<file path="src/rtl/stream_gen_pkg.sv">
// Shared types and helpers for the AXI-Stream stimulus source and its FIFO.
package stream_gen_pkg;

  typedef enum logic {
    IDLE   = 1'b0,
    STREAM = 1'b1
  } state_e;

  // Width helper that never returns zero, so one-entry or one-channel builds still get a 1-bit field.
  function automatic int clog2_guard(input int n);
    return (n > 1) ? $clog2(n) : 1;
  endfunction

endpackage

</file>
<file path="src/rtl/sync_fifo_fwft.sv">
// First-word-fall-through byte FIFO: head word is visible the cycle after it is written.
module sync_fifo_fwft
  import stream_gen_pkg::*;
#(
  parameter int DATA_W = 8,
  parameter int DEPTH  = 16,
  parameter int CNT_W  = clog2_guard(DEPTH + 1)
) (
  input  logic              clk_i,
  input  logic              rst_ni,
  input  logic              push_i,
  input  logic              pop_i,
  input  logic [DATA_W-1:0] din_i,
  output logic [DATA_W-1:0] dout_o,
  output logic              full_o,
  output logic              empty_o,
  output logic [CNT_W-1:0]  count_o,
  output logic              overflow_o
);

  localparam int AW = clog2_guard(DEPTH);

  logic [DATA_W-1:0] mem_q [DEPTH];
  logic [AW-1:0]     wr_ptr_q, rd_ptr_q;
  logic [CNT_W-1:0]  count_q;
  logic              overflow_q;
  logic              wr_s, rd_s;

  assign full_o     = (count_q == CNT_W'(DEPTH));
  assign empty_o    = (count_q == {CNT_W{1'b0}});
  assign count_o    = count_q;
  assign overflow_o = overflow_q;
  assign dout_o     = mem_q[rd_ptr_q];

  // A push while full is dropped even if a pop frees a slot in the same cycle.
  assign wr_s = push_i && !full_o;
  assign rd_s = pop_i && !empty_o;

  always_ff @(posedge clk_i) begin
    if (wr_s) begin
      mem_q[wr_ptr_q] <= din_i;
    end
  end

  always_ff @(posedge clk_i or negedge rst_ni) begin
    if (!rst_ni) begin
      wr_ptr_q   <= {AW{1'b0}};
      rd_ptr_q   <= {AW{1'b0}};
      count_q    <= {CNT_W{1'b0}};
      overflow_q <= 1'b0;
    end else begin
      overflow_q <= push_i && full_o;
      if (wr_s) wr_ptr_q <= wr_ptr_q + AW'(1);
      if (rd_s) rd_ptr_q <= rd_ptr_q + AW'(1);
      case ({wr_s, rd_s})
        2'b10:   count_q <= count_q + CNT_W'(1);
        2'b01:   count_q <= count_q - CNT_W'(1);
        default: count_q <= count_q;
      endcase
    end
  end

endmodule

</file>
<file path="src/rtl/stream_gen_router.sv">
// AXI-Stream stimulus source: frames FIFO bytes into fixed-length packets and routes
// each packet to one of N_CH output channels, locking the destination per packet.
module stream_gen_router
  import stream_gen_pkg::*;
#(
  parameter int DATA_W = 8,
  parameter int DEPTH  = 16,
  parameter int N_CH   = 5,
  parameter int LEN_W  = 8,
  parameter int CNT_W  = clog2_guard(DEPTH + 1),
  parameter int SEL_W  = clog2_guard(N_CH)
) (
  input  logic                   clk,
  input  logic                   rst,
  input  logic [DATA_W-1:0]      din,
  input  logic                   push,
  output logic                   full,
  output logic                   empty,
  output logic [CNT_W-1:0]       buff_count,
  output logic                   overflow,
  input  logic                   op_en,
  input  logic [LEN_W-1:0]       pkt_len,
  input  logic [SEL_W-1:0]       sel,
  output logic [N_CH*DATA_W-1:0] m_tdata,
  output logic [N_CH-1:0]        m_tvalid,
  output logic [N_CH-1:0]        m_tlast,
  input  logic [N_CH-1:0]        m_tready,
  output logic [SEL_W-1:0]       active_ch,
  output logic                   busy,
  output logic                   pkt_done,
  output logic                   sel_err
);

  state_e            state_q, state_d;
  logic [SEL_W-1:0]  act_q, act_d;
  logic [LEN_W-1:0]  len_q, len_d;
  logic [LEN_W-1:0]  beat_q, beat_d;
  logic              done_q, done_d;
  logic              serr_q, serr_d;
  logic [DATA_W-1:0] head_s;
  logic              rdy_s, hs_s, last_s;
  logic [N_CH-1:0]   ch_on_s;

  sync_fifo_fwft #(
    .DATA_W (DATA_W),
    .DEPTH  (DEPTH),
    .CNT_W  (CNT_W)
  ) u_fifo (
    .clk_i      (clk),
    .rst_ni     (rst),
    .push_i     (push),
    .pop_i      (hs_s),
    .din_i      (din),
    .dout_o     (head_s),
    .full_o     (full),
    .empty_o    (empty),
    .count_o    (buff_count),
    .overflow_o (overflow)
  );

  assign active_ch = act_q;
  assign busy      = (state_q == STREAM);
  assign pkt_done  = done_q;
  assign sel_err   = serr_q;
  assign last_s    = (beat_q == len_q - LEN_W'(1));
  assign hs_s      = busy && !empty && rdy_s;

  // Only the latched channel's ready matters; the others are ignored.
  always_comb begin
    rdy_s = 1'b0;
    for (int c = 0; c < N_CH; c++) begin
      rdy_s = rdy_s | (m_tready[c] & (act_q == SEL_W'(c)));
    end
  end

  always_comb begin
    state_d = state_q;
    act_d   = act_q;
    len_d   = len_q;
    beat_d  = beat_q;
    done_d  = 1'b0;
    serr_d  = 1'b0;
    case (state_q)
      IDLE: begin
        if (op_en && !empty) begin
          if (32'(sel) < N_CH) begin
            act_d   = sel;
            len_d   = (pkt_len == {LEN_W{1'b0}}) ? LEN_W'(1) : pkt_len;
            beat_d  = {LEN_W{1'b0}};
            state_d = STREAM;
          end else begin
            serr_d = 1'b1;
          end
        end else begin
          state_d = IDLE;
        end
      end
      STREAM: begin
        if (hs_s) begin
          beat_d = beat_q + LEN_W'(1);
          if (last_s) begin
            done_d  = 1'b1;
            state_d = IDLE;
          end else begin
            state_d = STREAM;
          end
        end else begin
          state_d = STREAM;
        end
      end
      default: state_d = IDLE;
    endcase
  end

  // Outputs depend only on registered state and FIFO occupancy, never on m_tready.
  always_comb begin
    m_tvalid = {N_CH{1'b0}};
    m_tlast  = {N_CH{1'b0}};
    m_tdata  = {(N_CH*DATA_W){1'b0}};
    for (int c = 0; c < N_CH; c++) begin
      ch_on_s[c]                  = busy && (act_q == SEL_W'(c));
      m_tvalid[c]                 = ch_on_s[c] && !empty;
      m_tlast[c]                  = ch_on_s[c] && last_s;
      m_tdata[c*DATA_W +: DATA_W] = ch_on_s[c] ? head_s : {DATA_W{1'b0}};
    end
  end

  always_ff @(posedge clk or negedge rst) begin
    if (!rst) begin
      state_q <= IDLE;
      act_q   <= {SEL_W{1'b0}};
      len_q   <= {LEN_W{1'b0}};
      beat_q  <= {LEN_W{1'b0}};
      done_q  <= 1'b0;
      serr_q  <= 1'b0;
    end else begin
      state_q <= state_d;
      act_q   <= act_d;
      len_q   <= len_d;
      beat_q  <= beat_d;
      done_q  <= done_d;
      serr_q  <= serr_d;
    end
  end

endmodule

</file>
<file path="config.mk">
export PLATFORM = sky130hd
export DESIGN_NAME = stream_gen_router
export DESIGN_NICKNAME = d
export VERILOG_FILES = /design/src/rtl/stream_gen_pkg.sv /design/src/rtl/sync_fifo_fwft.sv /design/src/rtl/stream_gen_router.sv
export SDC_FILE = /design/constraint.sdc
export NUM_CORES = 1
export LEC_CHECK = 0
export ABC_AREA = 1
export CAP_MARGIN = 40
export CELL_PAD_IN_SITES_DETAIL_PLACEMENT = 1
export CELL_PAD_IN_SITES_GLOBAL_PLACEMENT = 2
export CORE_MARGIN = 4
export CORE_UTILIZATION = 39
export DETAILED_ROUTE_END_ITERATION = 16
export GPL_TIMING_DRIVEN = 1
export MAX_ROUTING_LAYER = met4
export PLACE_DENSITY = 0.91
export SYNTH_ARGS = -nofsm -noshare
export SYNTH_HDL_FRONTEND = slang
export SYNTH_SLANG_ARGS = --single-unit
</file>
<file path="constraint.sdc">
create_clock -name clk -period 5.7 [get_ports clk]
set_input_delay 1.14 -clock clk [delete_from_list [all_inputs] [get_ports clk]]
set_output_delay 1.14 -clock clk [all_outputs]
set_load 0.05 [all_outputs]
</file>
==> results.md, run 1 <==
- Relative slew margins: 0.382
- Synthesized net count: 755
- DR DRC count: 0
- Run status: complete, no violations
- Unrepaired setup endpoints after global routing: no
- Final GP Congestion: roughly 0.8
- Most frequent cells in the layout: nor2_1 (171), edfxtp_1 (128), clkdlybuf4s50_1 (90)
- Power density cells: between 500 and 600 nW/um^2
- GR peak layer: met2
- GRT Total Usage: 0.209
- Endpoint of the most critical register-to-register path: u_fifo.count_o[4]
- Nature of the critical path startpoint: flop
- Post-CTS sizing: 0
- Die Span X: 146 um
- Reg2Reg Launch Point: u_fifo.count_o[0]
- Class of the worst hold path: reg -> reg
- Reg2Reg Depth: 11
- Number of nets at the end of the flow: 849
- Global routing met3 resource utilization: 0.0483
- Switching part of the total power: 0.470
- Part of the power in combinational logic: 0.485
- Area of the core region: 18700 um^2
- Post-DR vias/cell: 5.43
- Gate count of the mapped netlist: between 700 and 800
- Via count of the first global-routing pass: 6129
- Share of cells above drive strength 1: 0.0766
- Vertical extent of the die: 146 um
- Post-detailed-route wirelength per cell: 20.2 um
- Internal Pwr Total: slightly below 0.003 W
- Final hold violation count: 0
- Fillcell total: approximately 2000
- Async SR Flop Fraction: 0.220
- Antenna diode instance count: 0
- Worst-Skew Late Latency: approximately 430 ps
- Crit Path Max Fanout: 26
- Avg Cell Area, Syn: between 10 and 15 um^2
- CTS root buffer: clkbuf_16
- Data arrival time of the critical path: ~3400 ps
- Portion of the post-synthesis area used by sequential elements: 0.640
- Capturing element type of the critical path: output port
- Maximum number of pins on one net before global-route repair: 43
- Worst ir drop on vdd: 248 uV
- Utilization after layout: 0.489
- Pre-CTS setup slack: 1640 ps
- Fin Setup TNS: 0 ps
- Synthesized cell area: 7410 um^2
- Data required time of the critical path: 4560 ps
- Initial DRC count: between 400 and 500
- Library cells used by synthesis: 29
- Total wirelength of the detailed-routed design: 21.3 mm
- Overall power consumption: 0.00548 W
- Total number of placement rows: 50
- Final worst hold slack: 510 ps
- First-pass GRT wire length: between 30 and 40 mm
- TritonCTS clock tree: yes
- Fraction of the cycle the final worst path needs: 0.800
- Reg2reg setup slack: 2900 ps
- Worst hold start: len_q[7]
- Boundary pin count: a little over 90
- Post-CTS Hold Buffers: 0
- Post-DRT Antenna Nets: 0
- GRT met1 Usage: 0.252
- Max Clock Skew: 10.4 ps
- Number of buffers inserted during clock tree synthesis: 17
- Static leakage power: around 3.5 nW
- Flip-flop and latch area: 4750 um^2
- Power share of the clock group: 0.202
- Final setup viols: 0
- Synth warn: 0
- GR Overflow Total: 0
- Commonest non-fill, non-tap cell in the layout: nor2_1
- Die outline area: 21300 um^2
- Multi-input combinational cell area: 2310 um^2
- Net Sw Power: around 0.0026 W
- Total vias in the final route: approximately 5700
- Max capacitance violation total: 0
- Number of setup buffers added after CTS: 0
- Flip-flop and latch count after synthesis: 164
- Number of flops mapped to enable cells by yosys: 128
- Starting Density: 0.396
- Count of buffers inserted at the top-level ports: 91
- Synth Flop Type: edfxtp_1
- Worst Tran Pin Value: 924 ps
- Buffer levels on the longest clock path: 2
- Part of the total power dissipated in sequential elements: 0.313
- Count of H-tree levels built during CTS: 4
- Fin worst setup slack: about 1100 ps
- Critical path class: reg -> out
- Worst-case hold path end point: len_q[7]
- Area growth syn-to-layout: 23.5%
- Placed wire-length estimate after detailed placement: between 10 and 15 mm
- Number of sinks driven by the clock tree: 164
- Final max-slew violation count: 0
- Iteration count of the initial detailed-routing pass: 5
- Max Clk Rate: 219 MHz
- Clock-pin slew of the registers on the worst-case setup and hold paths: 70 ps
- Met2 usage: 0.344
- Post-layout minimum cycle time: 4560 ps
- Number of cells traversed by the worst hold path: 2
- Initial antenna violation count: 0
## routing by layer
layer	share of wire	up-vias
li1	-	2665
met1	0.43	2860
met2	0.50	176
met3	0.056	35
met4	0.019	0
met5	0	-
## per-stage QoR
stage	std cells	cell area, um^2
finish	1056	9150
global route	1056	9150
CTS	1054	9140
detailed placement	1022	8570
global placement	1015	8500
floorplan	715	7410
## power by group through the flow
| stage | combinational (W) | sequential [W] | clock, W |
|---|---|---|---|
| detailed placement | 0.00265 | 0.00173 | 0 |
| CTS | 0.00267 | 0.00171 | 0.00113 |
| floorplan | 0.00177 | 0.00175 | 0 |
| global route | 0.00292 | 0.00174 | 0.00118 |
| finish | 0.00266 | 0.00171 | 0.00111 |
| global placement | 0.00250 | 0.00172 | 0 |
## state kept, by name, indices dropped and copies added, names as in the netlist
name,flops
pkt_done,1
active_ch,3
u_fifo.overflow_o,1
u_fifo.rd_ptr_q,4
sel_err,1
beat_q,8
busy,1
u_fifo.wr_ptr_q,4
u_fifo.mem_q,128
u_fifo.count_o,5
len_q,8
## synth_stat cells, types with 2 or more instances
library cell,n,area share
nand4_1,13,0.011
clkbuf_1,9,0.0046
inv_2,12,0.0061
buf_4,3,0.0030
nor4_1,2,0.0017
xor2_1,12,0.014
nand2_1,82,0.042
o21ai_0,81,0.055
o21ai_1,7,0.0047
xnor2_1,3,0.0035
o221ai_1,14,0.017
o211ai_1,18,0.018
a21oi_1,12,0.0081
nor2_1,171,0.087
nor3_1,5,0.0034
ha_1,11,0.019
edfxtp_1,128,0.52
dfrtp_1,36,0.12
inv_1,39,0.020
clkinv_1,2,0.0010
buf_2,17,0.011
nand3_1,31,0.021
## layout make-up
| type | instances | area share |
|---|---|---|
| well taps | 234 | 0.0320 |
| multi-input cells | 468 | 0.253 |
| clock buffers | 17 | 0.0465 |
| inverters | 53 | 0.0217 |
| repair buffers | 105 | 0.113 |
| clock inverters | 15 | 0.0159 |
| flip-flops and latches | 164 | 0.518 |
## kinds of logic after synthesis
logic type,Yosys count,share of synthesized area
compound gates,134,0.105
simple gates,307,0.168
buf+inv,83,0.0474
fa+ha+maj,12,0.0213
xor+xnor,15,0.0177
flops,164,0.640
## worst max path at each step
stage / start / endpoint / slack [ps] / cells after the start
after floorplan: len_q[0] / m_tlast[0] / 2590 / 9
after global placement: u_fifo.rd_ptr_q[0] / m_tdata[4] / 1740 / 11
after detailed placement: u_fifo.rd_ptr_q[0] / m_tdata[4] / 1640 / 9
after CTS: u_fifo.rd_ptr_q[0] / m_tdata[20] / 1150 / 9
after global routing: u_fifo.rd_ptr_q[0] / m_tdata[5] / 940 / 9
final: u_fifo.rd_ptr_q[0] / m_tdata[35] / 1140 / 9
## worst max-delay path, cell delays in order (launching register included)
cell	delay [ps]
dfrtp_2	590
inv_2	380
buf_4	340
o21ai_0	150
o221ai_1	270
nand3_1	130
nand2_1	130
inv_2	70
nor2_1	110
clkdlybuf4s50_1	820
(Power assumes the default switching activity.)
==> run 2, diff against run 1 <==
Settings changed: CORE_UTILIZATION 39 to 32, PLACE_DENSITY 0.91 to 0.8.
Clock period 5.7 ns to 4.18 ns, I/O delays scaled along.
==> run 2 against run 1 <==
Net effect:
- clock skew grew 0.91 ps
- clock power grew 38%
- final cell count grew 4.5%
- routed wire length shrank 4.9%
- sequential power grew 33%
- power grew 36%
==> results.md, run 2 (synthesis gave the netlist of run 1 again) <==
- Final GP Congestion: 0.762 (was 0.799)
- Reg2reg setup slack: 1500 ps (was 2900 ps)
- Relative slew margins: 0.407 (was 0.382)
- Post-CTS sizing: 0 (unchanged)
- Chain of cells forming the critical path: inv_1 > ha_1 > xor2_1 > nand2_1 > nor2_1 > nand2_1 > nor2_1 > nand3_1 > nor2_1 > clkdlybuf4s50_1 (was inv_2 > buf_4 > o21ai_0 > o221ai_1 > nand3_1 > nand2_1 > inv_2 > nor2_1 > clkdlybuf4s50_1)
- Critical path class: reg -> out (unchanged)
- Worst Tran Pin Value: 886 ps (was 924 ps)
- Post-DRT Antenna Nets: 0 (unchanged)
- Final hold violation count: 0 (unchanged)
- Final setup viols: 0 (unchanged)
- Vertical extent of the die: 160 um (was 146 um)
- Boundary pin count: 92 (unchanged)
- Die outline area: 25700 um^2 (was 21300 um^2)
- Clock-pin slew of the registers on the worst-case setup and hold paths: 80 ps (was 70 ps)
- Commonest non-fill, non-tap cell in the layout: nor2_1 (unchanged)
- Reg2Reg Launch Point: u_fifo.count_o[0] (unchanged)
- Count of buffers inserted at the top-level ports: 91 (unchanged)
- Cell occurring most often along the worst timing path: nor2_1 (was inv_2)
- Area growth syn-to-layout: 23.1% (was 23.5%)
- Fillcell total: 2511 (was 2034)
- Die Span X: 160 um (was 146 um)
- Buf/Inv on CP: 2 (was 4)
- Max Clk Rate: roughly 270 MHz
- Reg2Reg Depth: 11 (unchanged)
- Unrepaired setup endpoints after global routing: no (unchanged)
- GRT Total Usage: 0.163 (was 0.209)
- Initial antenna violation count: 0 (unchanged)
- Crit Path Max Fanout: 5 (was 26)
- Number of buffers inserted during clock tree synthesis: 17 (unchanged)
- Initial DRC count: 397 (was 442)
- Maximum number of pins on one net before global-route repair: 67 (was 43)
- Number of nets at the end of the flow: 846 (was 849)
- Worst ir drop on vdd: 403 uV (was 248 uV)
- Number of flip-flops under the largest register name: 128 (unchanged)
- TritonCTS clock tree: yes (unchanged)
- Family with the most delay on the worst path: buffers and inverters (unchanged)
- Max Clock Skew: 11.3 ps (was 10.4 ps)
- Max capacitance violation total: 0 (unchanged)
- Power density cells: 815 nW/um^2 (was 598 nW/um^2)
- Fraction of the cycle the final worst path needs: 0.892
- Total vias in the final route: 5554 (was 5736)
- Number of setup buffers added after CTS: 0 (unchanged)
- Antenna diode instance count: 0 (unchanged)
- Area of the core region: 22700 um^2 (was 18700 um^2)
- Worst-Skew Late Latency: 430 ps (about the same)
- Overall power consumption: 0.00744 W (was 0.00548 W)
- Most frequent cells in the layout: nor2_1 (171), edfxtp_1 (128), nand2_1 (82) (was nor2_1 (171), edfxtp_1 (128), clkdlybuf4s50_1 (90))
- Post-DR vias/cell: 5.03 (was 5.43)
- Largest reg by FF count: u_fifo.mem_q (unchanged)
- Largest registers ranked by flip-flop count: u_fifo.mem_q (128), beat_q (8), len_q (8) (unchanged)
- Total number of placement rows: 55 (was 50)
- Capturing element type of the critical path: output port (unchanged)
- Class of the worst hold path: in -> async (was reg -> reg)
- Count of H-tree levels built during CTS: 4 (unchanged)
- Iteration count of the initial detailed-routing pass: 5 (unchanged)
- Nature of the critical path startpoint: flop (unchanged)
- Total wirelength of the detailed-routed design: 20.2 mm (was 21.3 mm)
- Post-CTS Hold Buffers: 0 (unchanged)
- Final max-slew violation count: 0 (unchanged)
- Maximum single-stage delay on the critical path: 820 ps (about the same)
- GR Overflow Total: 0 (unchanged)
- Post-layout minimum cycle time: 3730 ps
- Static leakage power: 3.56 nW (was 3.48 nW)
- Final worst hold slack: 296 ps (was 510 ps)
- Buffer levels on the longest clock path: 2 (unchanged)
- Share of cells above drive strength 1: 0.122 (was 0.0766)
- Worst-path cell with the longest stage delay: clkdlybuf4s50_1 (unchanged)
- Endpoint of the most critical register-to-register path: u_fifo.count_o[4] (unchanged)
- Fin Setup TNS: 0 ps (unchanged)
- Post-detailed-route wirelength per cell: 18.3 um (was 20.2 um)
- Starting Density: 0.326 (was 0.396)
- Run status: complete, no violations (unchanged)
- First-pass GRT wire length: 31.8 mm (was 33.8 mm)
- Data arrival time of the critical path: 2890 ps (was 3420 ps)
- Placed wire-length estimate after detailed placement: 13.4 mm (was 14.8 mm)
- CTS root buffer: clkbuf_16 (unchanged)
- Number of sinks driven by the clock tree: 164 (unchanged)
- Data required time of the critical path: 3340 ps (was 4560 ps)
- DR DRC count: 0 (unchanged)
- Via count of the first global-routing pass: 5607 (was 6129)
==> run 2: cell types whose count changed in the layout (fill, tap and decap cells not counted), moves of 2 or more <==
cell | before | now
clkdlybuf4s50_1 | 90 | 50
buf_4 | 13 | 48
buf_12 | 0 | 3
clkinvlp_4 | 3 | 0
clkinv_8 | 0 | 2
==> run 2: routing by layer <==
metal	GRT usage	vias to the layer above	part of all wire
met5	-	-	0
met4	0.0387	0	0.011
met3	0.0320	18	0.041
met2	0.256	131	0.46
met1	0.220	2745	0.49
li1	-	2660	-
==> run 2: final cells by class <==
class                           instances  area, um^2  area share
Multi-Input combinational cell        468        2310       0.254
Clock buffer                           17         425      0.0466
Inverter                               53         199      0.0218
Timing Repair Buffer                  102         926       0.101
Tap cell                              285         357      0.0391
Clock inverter                         15         156      0.0171
Sequential cell                       164        4750       0.520
==> run 2: worst max-delay path by stage <==
stage / start / endpoint / cells after the start
2_1_floorplan: len_q[0] / m_tlast[0] / 9
3_3_place_gp: len_q[0] / m_tlast[1] / 10
3_5_place_dp: len_q[0] / m_tlast[1] / 10
4_1_cts: len_q[0] / m_tlast[1] / 10
5_1_grt: len_q[0] / m_tlast[1] / 11
6_report: len_q[0] / m_tlast[3] / 10
==> run 2: worst register-to-register path, delay by kind of cell, from the launching register on <==
family | cells | cell delay [ps]
adder cells (fa/ha/maj) | 2 | 720
flip-flops | 1 | 450
AND/OR/NAND/NOR | 6 | 980
XOR/XNOR | 1 | 160
AO/OA/AOI/OAI | 2 | 230
==> run 2: where the power goes <==
| part | internal [W] | switching, W | leakage (nW) |
|---|---|---|---|
| Combinational | 0.00105 | 0.00257 | 1.67 |
| Clock | 0.000801 | 0.000733 | 0.289 |
| Sequential | 0.00205 | 0.000229 | 1.60 |
| Total | 0.00390 | 0.00354 | 3.56 |
==> run 2: through the flow <==
stage / std cells / utilization / worst slack, ps / area, um^2
global route: 1104 / 0.402 / 228 / 9120
global placement: 1068 / 0.374 / 935 / 8500
CTS: 1104 / 0.402 / 414 / 9120
floorplan: 715 / - / 1370 / 7410
detailed placement: 1072 / 0.376 / 885 / 8540
finish: 1104 / 0.402 / 453 / 9120
==> run 3, diff against run 2 <==
Settings changed: CORE_MARGIN 4 to 5, SLEW_MARGIN from default to 10.
==> run 3 against run 2 <==
Net effect:
- routed wire length increased by 2.9%
- sequential share of layout area decreased by 0.14 points
- critical path depth unchanged
- design area increased by 0.26%
- register-to-register slack improved by 40 ps
- global-route usage increased by 0.36 points
- largest cell class unchanged
- die area increased by 2.5%
- clock power increased by 3%
==> results.md, run 3 (synthesis gave the netlist of run 1 again) <==
- Via count of the first global-routing pass: 5627 (was 5607)
- Count of buffers inserted at the top-level ports: 91 (unchanged)
- Most frequent cells in the layout: nor2_1 (171), edfxtp_1 (128), nand2_1 (82) (unchanged)
- Vertical extent of the die: 162 um (was 160 um)
- Max Clk Rate: 263 MHz (was 268 MHz)
- Initial antenna violation count: 0 (unchanged)
- Nature of the critical path startpoint: flop (unchanged)
- Post-CTS Hold Buffers: 0 (unchanged)
- Area growth syn-to-layout: 23.4% (was 23.1%)
- Die outline area: 26300 um^2 (was 25700 um^2)
- Starting Density: 0.326 (unchanged)
- Class of the worst hold path: in -> async (unchanged)
- Area of the core region: 22700 um^2 (unchanged)
- Worst Tran Pin Value: 845 ps (was 886 ps)
- Overall power consumption: 0.00746 W (was 0.00744 W)
- Number of setup buffers added after CTS: 0 (unchanged)
- Initial DRC count: 480 (was 397)
- Reg2Reg Depth: 11 (unchanged)
- Share of cells above drive strength 1: 0.125 (was 0.122)
- Power density cells: 816 nW/um^2 (was 815 nW/um^2)
- GR Overflow Total: 0 (unchanged)
- Iteration count of the initial detailed-routing pass: 5 (unchanged)
- Placed wire-length estimate after detailed placement: 14.3 mm (was 13.4 mm)
- Fin Setup TNS: 0 ps (unchanged)
- Reg2Reg Launch Point: u_fifo.count_o[0] (unchanged)
- Post-layout minimum cycle time: 3810 ps (was 3730 ps)
- Endpoint of the most critical register-to-register path: u_fifo.count_o[4] (unchanged)
- Antenna diode instance count: 0 (unchanged)
- Fillcell total: 2559 (was 2511)
- Number of instances in the placed design: 1076 (was 1072)
- Final setup viols: 0 (unchanged)
- GRT Total Usage: 0.167 (was 0.163)
- Total number of placement rows: 55 (unchanged)
- Final max-slew violation count: 0 (unchanged)
- Final hold violation count: 0 (unchanged)
- Data arrival time of the critical path: 2970 ps (was 2890 ps)
- Largest reg by FF count: u_fifo.mem_q (unchanged)
- Post-DRT Antenna Nets: 0 (unchanged)
- Final worst hold slack: 349 ps (was 296 ps)
- Relative slew margins: 0.435 (was 0.407)
- Commonest non-fill, non-tap cell in the layout: nor2_1 (unchanged)
- Die Span X: 162 um (was 160 um)
- Worst ir drop on vdd: 294 uV (was 403 uV)
- Reg2reg setup slack: 1540 ps (was 1500 ps)
- Post-DR vias/cell: 4.98 (was 5.03)
- Max capacitance violation total: 0 (unchanged)
- Multi-input combinational cell area: 2310 um^2 (unchanged)
- Capturing element type of the critical path: output port (unchanged)
- CTS root buffer: clkbuf_16 (unchanged)
- Critical path class: reg -> out (unchanged)
- Static leakage power: 3.57 nW (was 3.56 nW)
- Clock-pin slew of the registers on the worst-case setup and hold paths: 70 ps (was 80 ps)
- Post-detailed-route wirelength per cell: 18.8 um (was 18.3 um)
- Data required time of the critical path: 3340 ps (about the same)
- Max Clock Skew: 12.1 ps (was 11.3 ps)
- DR DRC count: 0 (unchanged)
- Run status: complete, no violations (unchanged)
- Total vias in the final route: 5526 (was 5554)
- Flip-flop and latch area: 4750 um^2 (unchanged)
- Final GP Congestion: 0.784 (was 0.762)
- Fraction of the cycle the final worst path needs: 0.911 (was 0.892)
- Number of nets at the end of the flow: 851 (was 846)
- Number of flip-flops under the largest register name: 128 (unchanged)
- Unrepaired setup endpoints after global routing: no (unchanged)
- Boundary pin count: 92 (unchanged)
- Crit Path Max Fanout: 27 (was 5)
- Utilization after layout: 0.403 (was 0.402)
- First-pass GRT wire length: 32.8 mm (was 31.8 mm)
- Worst-Skew Late Latency: 430 ps (about the same)
- Number of sinks driven by the clock tree: 164 (unchanged)
- Count of H-tree levels built during CTS: 4 (unchanged)
- Post-CTS sizing: 0 (unchanged)
- Buffer levels on the longest clock path: 2 (unchanged)
- Total wirelength of the detailed-routed design: 20.8 mm (was 20.2 mm)
- Largest registers ranked by flip-flop count: u_fifo.mem_q (128), beat_q (8), len_q (8) (unchanged)
- Number of buffers inserted during clock tree synthesis: 17 (unchanged)
- Count of non-filler cells in the finished layout: 1109 (was 1104)
- TritonCTS clock tree: yes (unchanged)
- Maximum number of pins on one net before global-route repair: 59 (was 67)
[run 3: cell count changes in the layout (fill, tap and decap cells not counted), sizes merged]
cell | before | now
buf | 52 | 56
bufinv | 0 | 1
clkbuf | 17 | 18
clkdlybuf4s50 | 50 | 51
clkinv | 8 | 5
clkinvlp | 0 | 1
[run 3: per-stage QoR]
| stage | worst slack [ps] | cell area [um^2] |
|---|---|---|
| after floorplan | 1370 | 7410 |
| after global placement | 916 | 8500 |
| after detailed placement | 873 | 8550 |
| after CTS | 364 | 9140 |
| after global routing | 176 | 9150 |
| final | 372 | 9150 |
[run 3: report_power, final]
part	total, W	internal [W]	switching (W)
sequential	0.00230	0.00205	0.000252
combinational	0.00360	0.00104	0.00256
clock	0.00157	0.000852	0.000714
[run 3: metal layers]
metal / vias to the layer above / GRT usage / part of all wire
li1: 2664 / - / -
met5: - / - / 0
met4: 0 / 0.0404 / 0.0073
met3: 12 / 0.0353 / 0.060
met1: 2706 / 0.229 / 0.48
met2: 144 / 0.255 / 0.45
[run 3: layout make-up]
type | instances | share of cell area
tap | 285 | 0.0390
sequential | 164 | 0.519
clock inverter | 14 | 0.0176
timing repair buffer | 107 | 0.103
multi-input combinational | 468 | 0.253
inverter | 53 | 0.0217
clock buffer | 18 | 0.0469
[run 3: worst max-delay path, cell delays in order (launching register included)]
cell	delay [ps]
dfrtp_2	480
inv_2	380
nor2_1	80
nor2_1	110
o21ai_0	130
o211ai_1	120
nand3_1	90
nand2_1	140
inv_2	70
nor2_1	100
clkdlybuf4s50_1	830
[run 3: how the worst max path moves through the flow]
stage / slack [ps] / startpoint / depth (start not counted) / end
finish: 370 / u_fifo.rd_ptr_q[0] / 10 / m_tdata[32]
global route: 180 / u_fifo.rd_ptr_q[0] / 10 / m_tdata[32]
CTS: 360 / u_fifo.rd_ptr_q[0] / 10 / m_tdata[32]
detailed placement: 870 / len_q[0] / 10 / m_tlast[1]
global placement: 920 / len_q[0] / 10 / m_tlast[1]
floorplan: 1370 / len_q[0] / 9 / m_tlast[0]
